## src/rtl/seg7_capture.sv

```systemverilog
// seg7_capture: debounces a 7-segment pattern bus, re-encodes it to a hex digit and
// queues accepted digits in a 2-entry valid/ready buffer. Optional macro: SEG7_CAPTURE_DP_EN.
module seg7_capture #(
    parameter int unsigned STABLE_CYCLES = 4
) (
    input  logic       clk,
    input  logic       reset,
    input  logic [6:0] seg,
`ifdef SEG7_CAPTURE_DP_EN
    input  logic       seg_dp,
    output logic       out_dp,
`endif
    output logic [3:0] out_digit,
    output logic       out_invalid,
    output logic       out_valid,
    input  logic       out_ready,
    output logic       overflow
);

    localparam int unsigned CW = $clog2(STABLE_CYCLES + 1);
    localparam logic [CW-1:0] CNT_MAX = CW'(STABLE_CYCLES);
    localparam logic [CW-1:0] CNT_PRE = CW'(STABLE_CYCLES - 1);

`ifdef SEG7_CAPTURE_DP_EN
    localparam int unsigned PW = 8;
    localparam int unsigned EW = 6;
`else
    localparam int unsigned PW = 7;
    localparam int unsigned EW = 5;
`endif

    typedef enum logic [1:0] {
        OCC_EMPTY,
        OCC_ONE,
        OCC_TWO
    } occ_t;

    logic [PW-1:0] pat, samp, last;
    logic [CW-1:0] cnt;
    logic          accept, blank, push, pop;
    logic [EW-1:0] entry, head, tail;
    occ_t          occ, occ_nxt;
    logic          ld_head_in, ld_head_tail, ld_tail, set_ovf;

    function automatic logic [4:0] encode(input logic [6:0] p);
        case (p)
            7'h3F:   encode = 5'h00;
            7'h06:   encode = 5'h01;
            7'h5B:   encode = 5'h02;
            7'h4F:   encode = 5'h03;
            7'h66:   encode = 5'h04;
            7'h6D:   encode = 5'h05;
            7'h7D:   encode = 5'h06;
            7'h07:   encode = 5'h07;
            7'h7F:   encode = 5'h08;
            7'h6F:   encode = 5'h09;
            7'h77:   encode = 5'h0A;
            7'h7C:   encode = 5'h0B;
            7'h39:   encode = 5'h0C;
            7'h5E:   encode = 5'h0D;
            7'h79:   encode = 5'h0E;
            7'h71:   encode = 5'h0F;
            default: encode = 5'h10;
        endcase
    endfunction

`ifdef SEG7_CAPTURE_DP_EN
    assign pat   = {seg_dp, seg};
    assign entry = {samp[7], encode(samp[6:0])};
`else
    assign pat   = seg;
    assign entry = encode(samp);
`endif

    // A dp-only pattern still counts as blank: it updates last but is never queued.
    assign blank  = (samp[6:0] == 7'h00);
    assign accept = (pat == samp) && (cnt == CNT_PRE) && (samp != last);
    assign push   = accept && !blank;
    assign pop    = (occ != OCC_EMPTY) && out_ready;

    always_ff @(posedge clk or posedge reset) begin
        if (reset) begin
            samp <= '0;
            cnt  <= CNT_MAX;
            last <= '0;
        end else if (pat != samp) begin
            samp <= pat;
            cnt  <= '0;
        end else begin
            if (cnt != CNT_MAX)
                cnt <= cnt + CW'(1);
            if (accept)
                last <= samp;
        end
    end

    always_ff @(posedge clk or posedge reset) begin
        if (reset)
            occ <= OCC_EMPTY;
        else
            occ <= occ_nxt;
    end

    always_comb begin
        occ_nxt      = occ;
        ld_head_in   = 1'b0;
        ld_head_tail = 1'b0;
        ld_tail      = 1'b0;
        set_ovf      = 1'b0;
        case (occ)
            OCC_EMPTY: begin
                if (push) begin
                    ld_head_in = 1'b1;
                    occ_nxt    = OCC_ONE;
                end
            end
            OCC_ONE: begin
                if (push && pop) begin
                    ld_head_in = 1'b1;
                end else if (push) begin
                    ld_tail = 1'b1;
                    occ_nxt = OCC_TWO;
                end else if (pop) begin
                    occ_nxt = OCC_EMPTY;
                end
            end
            OCC_TWO: begin
                // When full, a simultaneous pop makes room so the push is kept.
                if (pop) begin
                    ld_head_tail = 1'b1;
                    if (push)
                        ld_tail = 1'b1;
                    else
                        occ_nxt = OCC_ONE;
                end else if (push) begin
                    set_ovf = 1'b1;
                end
            end
            default: occ_nxt = OCC_EMPTY;
        endcase
    end

    always_ff @(posedge clk or posedge reset) begin
        if (reset) begin
            head     <= '0;
            tail     <= '0;
            overflow <= 1'b0;
        end else begin
            if (ld_head_in)
                head <= entry;
            else if (ld_head_tail)
                head <= tail;
            if (ld_tail)
                tail <= entry;
            if (set_ovf)
                overflow <= 1'b1;
        end
    end

    assign out_valid   = (occ != OCC_EMPTY);
    assign out_digit   = out_valid ? head[3:0] : '0;
    assign out_invalid = out_valid & head[4];
`ifdef SEG7_CAPTURE_DP_EN
    assign out_dp      = out_valid & head[5];
`endif

endmodule

```

## config.mk

```make
export PLATFORM = sky130hd
export DESIGN_NAME = seg7_capture
export DESIGN_NICKNAME = d
export VERILOG_FILES = /design/src/rtl/seg7_capture.sv
export SDC_FILE = /design/constraint.sdc
export NUM_CORES = 1
export LEC_CHECK = 0
export CORE_ASPECT_RATIO = 2
export CORE_MARGIN = 2
export CORE_UTILIZATION = 56
export DETAILED_ROUTE_END_ITERATION = 16
export PLACE_DENSITY = 0.87
export SLEW_MARGIN = 5
export SYNTH_ARGS = -nofsm -noshare
export SYNTH_HDL_FRONTEND = slang
export SYNTH_SLANG_ARGS = --single-unit
```

## constraint.sdc

```tcl
create_clock -name clk -period 5.5 [get_ports clk]
set_input_delay 0.55 -clock clk [delete_from_list [all_inputs] [get_ports clk]]
set_output_delay 0.55 -clock clk [all_outputs]
set_load 0.05 [all_outputs]
```

## Word level (Yosys, flattened, before mapping)

Index checks and enable logic that the tools add are counted.
Widths: inputs -> output; s select.

- Register bits after elaboration: 30
- Bits of input ports: 10

- $add $sub $neg: 1
- Equality and inequality tests: 28
- Multiplexer cells: 23
- Bitwise operators: 2
- Reductions and logical operators: 13

Operators by type and width:

| kind | count |
|---|---|
| $eq 7x7->1 const B | 12 |
| $pmux 5 s16 | 1 |
| $eq 7x3->1 const B | 2 |
| $eq 7x6->1 const B | 2 |
| $ne 7x7->1 | 2 |
| $mux 2 | 6 |
| $mux 5 | 2 |
| $mux 1 | 8 |
| $ne 2x2->1 const B | 4 |
| $eq 7x7->1 | 1 |
| $logic_not 7->1 | 1 |
| $mux 3 | 2 |
| $ne 3x3->1 const B | 2 |
| $pmux 2 s3 | 1 |
| $reduce_bool 2->1 | 3 |
| $logic_and 1x1->1 | 5 |
| $reduce_and 5->1 | 1 |
| $mux 4 | 1 |
| $pmux 1 s2 | 2 |
| $add 3x1->3 const B | 1 |
| $eq 3x2->1 const B | 1 |
| $eq 2x1->1 const B | 1 |
| $eq 2x2->1 const B | 1 |
| $logic_not 2->1 | 1 |
| other kinds (4) | 4 |

## Depth between registers and ports, before layout

- Depth after elaboration: 8
- Gate-level depth with buffers: 8
- Depth with buffers taken out: 7

## Worst setup path after synthesis

OpenSTA, ideal clock, no wires.

- Path kind: register to output
- From: register occ[0]
- To: output out_digit[0]
- Arrival: 1.524 ns
- Data required time: 4.950 ns
- Setup slack: 3.426 ns
- Cell stages (with the launch flop): 5
- Cell sequence: dfrtp_1 -> inv_1 -> ha_1 -> clkbuf_1 -> nor2b_1

- Cells in the longest elaborated chain, start to end: 2

RTL lines:

| element | line | source |
|---|---|---|
| from (decl) | 42 | `occ_t occ, occ_nxt;` |
| from (signal assigned) | 101 | `occ <= occ_nxt;` |
| $reduce_bool 2->1 | 160 | `assign out_valid = (occ != OCC_EMPTY);` |
| $mux 4 | 161 | `assign out_digit = out_valid ? head[3:0] : '0;` |
| to (decl) | 13 | `output logic [3:0] out_digit,` |

Every way passes these cells.

## Final worst setup path

- From: register occ[0]
- To: output out_digit[1]

Same word-level chain as after synthesis.

==> run metrics <==
LEAKAGE=0.923 nW; nets=216; Slew HR=26.7%; combinational share of power=23.1%; vias in the first global route=1268; post-cts resize count=0; Hold WS=0.493 ns; ant diodes=0; Internal=361 µW; hpwl dp=2.48 mm; WL per Instance=14.4 µm; most used flip-flop cell after synthesis=dfrtp_1; area leader, netlist=dfrtp_1; Syn Area/Cell=9.83 µm²; Syn Nets=216; Switching Fraction=31.1%; Slew @ Worst Pin=1.10 ns; worst-path fanout max=11; die width=45.8 µm; total gr overflow=0; via total after detailed routing=1380; Tot Pwr=523 µW; share of cells above drive strength 1=11.6%; clk_lat worst skew=0.27 ns; top post-synthesis cells by area=dfrtp_1, mux2i_1, xnor2_1; core area=3380 µm²; Iter 0 DRT Violations=16; Layout fillers=285; Slew Viols, Final=0; Detailed Routing Iterations Pass 1=4; post-layout minimum cycle time=2.63 ns; ys async rst share=100%; commonest non-fill, non-tap cell in the layout=dfrtp_1; setup_tns=0 ns; CTS root buf=clkbuf_8; Area Overhead vs Synth=8.45%; CTS HTree Levels=2; final hold vios=0; Mapped Cells=199; Tcrit/Tclk final=47.7%; Critical Path Sink Type=primary output; die area=4010 µm²; power share of the clock group=30.2%; sequential area share after synthesis=38.5%; CTS tree=yes; Final Setup Violations=0; DRC=0; Flop pwr share=46.7%; CTS max path bufs=2; # hold bufs at CTS=0; die height=87.6 µm; fmax=381 MHz; Vias/cell=5.97; Row Count=30; CTS buffer count=5; unrepaired setup endpoints after global routing=false; cell area after synthesis=1960 µm²; Synth Warn #=0; gp weighted congestion=0.853; first-pass GRT wire length=5.48 mm; IO Port Bufs=16; Yosys cell types=52; commonest non-fill, non-tap cells in the layout=dfrtp_1, clkdlybuf4s50_1, inv_1; P per Cell Area=247 nW/µm²; Clk pin slew, worst setup/hold paths=0.06 ns; outcome=completed; All-Layer GR Usage=18.7%; initial antenna violation count=0; largest net degree at the start of global routing=31; Net Switching=162 µW; startpoint types=flop; Final ANT Viol Nets=0; Worst Path Arrival=2.08 ns; Hold/Removal Path Class=flop to flop; Yosys top cell area share=37.1%; Clock Skew=0.00856 ns; fin util=62.8%; Initial Utilization=57.9%; I/O pin cnt=17; CTS sink count=30; Peak VDD IR=231 µV; final WL=3.33 mm; synthesis-stage register bit count=30; post-CTS setup buffers=0; CP Class=flop to primary output; MaxCap Viol Count=0; Post-synth EDFFs=0; Worst Path Required=4.95 ns
-- final timing paths --
path	depth (start not counted)	from	slack (ns)	endpoint
min in group asynchronous	2	reset	0.85	occ[0]$_DFFE_PP0P_
hold reg to reg	1	overflow$_DFFE_PP0P_	0.49	overflow$_DFFE_PP0P_
hold / removal	1	overflow$_DFFE_PP0P_	0.49	overflow$_DFFE_PP0P_
setup reg to reg	5	samp[3]$_DFFE_PP0P_	3.19	head[3]$_DFFE_PP0P_
max in group asynchronous	2	reset	3.98	last[5]$_DFFE_PP0P_
setup / recovery	4	occ[0]$_DFFE_PP0P_	2.87	out_digit[1]
-- worst max-delay path: stages (launching register included) --
cell	delay [ns]
dfrtp_1	0.38
inv_1	0.09
ha_1	0.34
nor2b_1	0.18
clkdlybuf4s50_1	0.82
-- per-layer routing --
layer	share of wire (%)	GRT usage [%]
met1	37	18.0
met2	58	35.5
met3	3.0	4.33
met4	2.3	7.79
met5	0	0
-- power groups by stage --
stage / clock network [mW] / logic (mW) / registers (mW)
after detailed placement: 0 / 0.121 / 0.248
after global routing: 0.170 / 0.134 / 0.246
after CTS: 0.164 / 0.122 / 0.244
after global placement: 0 / 0.120 / 0.247
final: 0.158 / 0.121 / 0.244
after floorplan: 0 / 0.106 / 0.235
-- cell usage after synthesis, drive strengths merged (2+ instances only) --
cell type and count:
a21oi 12, a22oi 2, buf 11, clkbuf 12, dfrtp 29, ha 7, inv 15, mux2 7
mux2i 13, nand2 5, nand3 7, nand3b 4, nand4 4, nand4b 2, nor2 13, nor2b 6
nor3 3, nor3b 2, nor4 4, o21ai 2, xnor2 12, xor2 4
-- logic make-up after synthesis --
family                   Yosys count  share of synthesized area (%)
AO/OA/AOI/OAI                     28                           9.79
XOR/XNOR                          16                           7.55
adder cells (fa/ha/maj)            7                           4.48
buffers and inverters             38                           8.57
flip-flops                        30                           38.5
multiplexers                      20                           10.7
AND/OR/NAND/NOR                   60                           20.5
-- state kept, by name (all words and copies together), names as in the netlist --
name,flops
cnt,3
last,7
head,5
overflow,1
samp,7
occ,2
tail,5
-- per-stage QoR --
stage          cell area (µm²)  setup slack [ns]  instances
6_report                  2120              2.87        231
5_1_grt                   2120              2.79        231
4_1_cts                   2120              2.84        231
3_5_place_dp              2040              2.86        224
3_3_place_gp              2040              2.91        224
2_1_floorplan             1960              3.43        199
-- cell type report --
class / count / area (µm²) / area share (%)
timing repair buffer: 16 / 160 / 7.55
sequential: 30 / 752 / 35.5
tap: 32 / 40.0 / 1.89
clock buffer: 7 / 76.3 / 3.60
multi-input combinational: 131 / 1040 / 48.8
inverter: 15 / 56.3 / 2.65
Note: power is estimated with default switching activity, not from simulation.
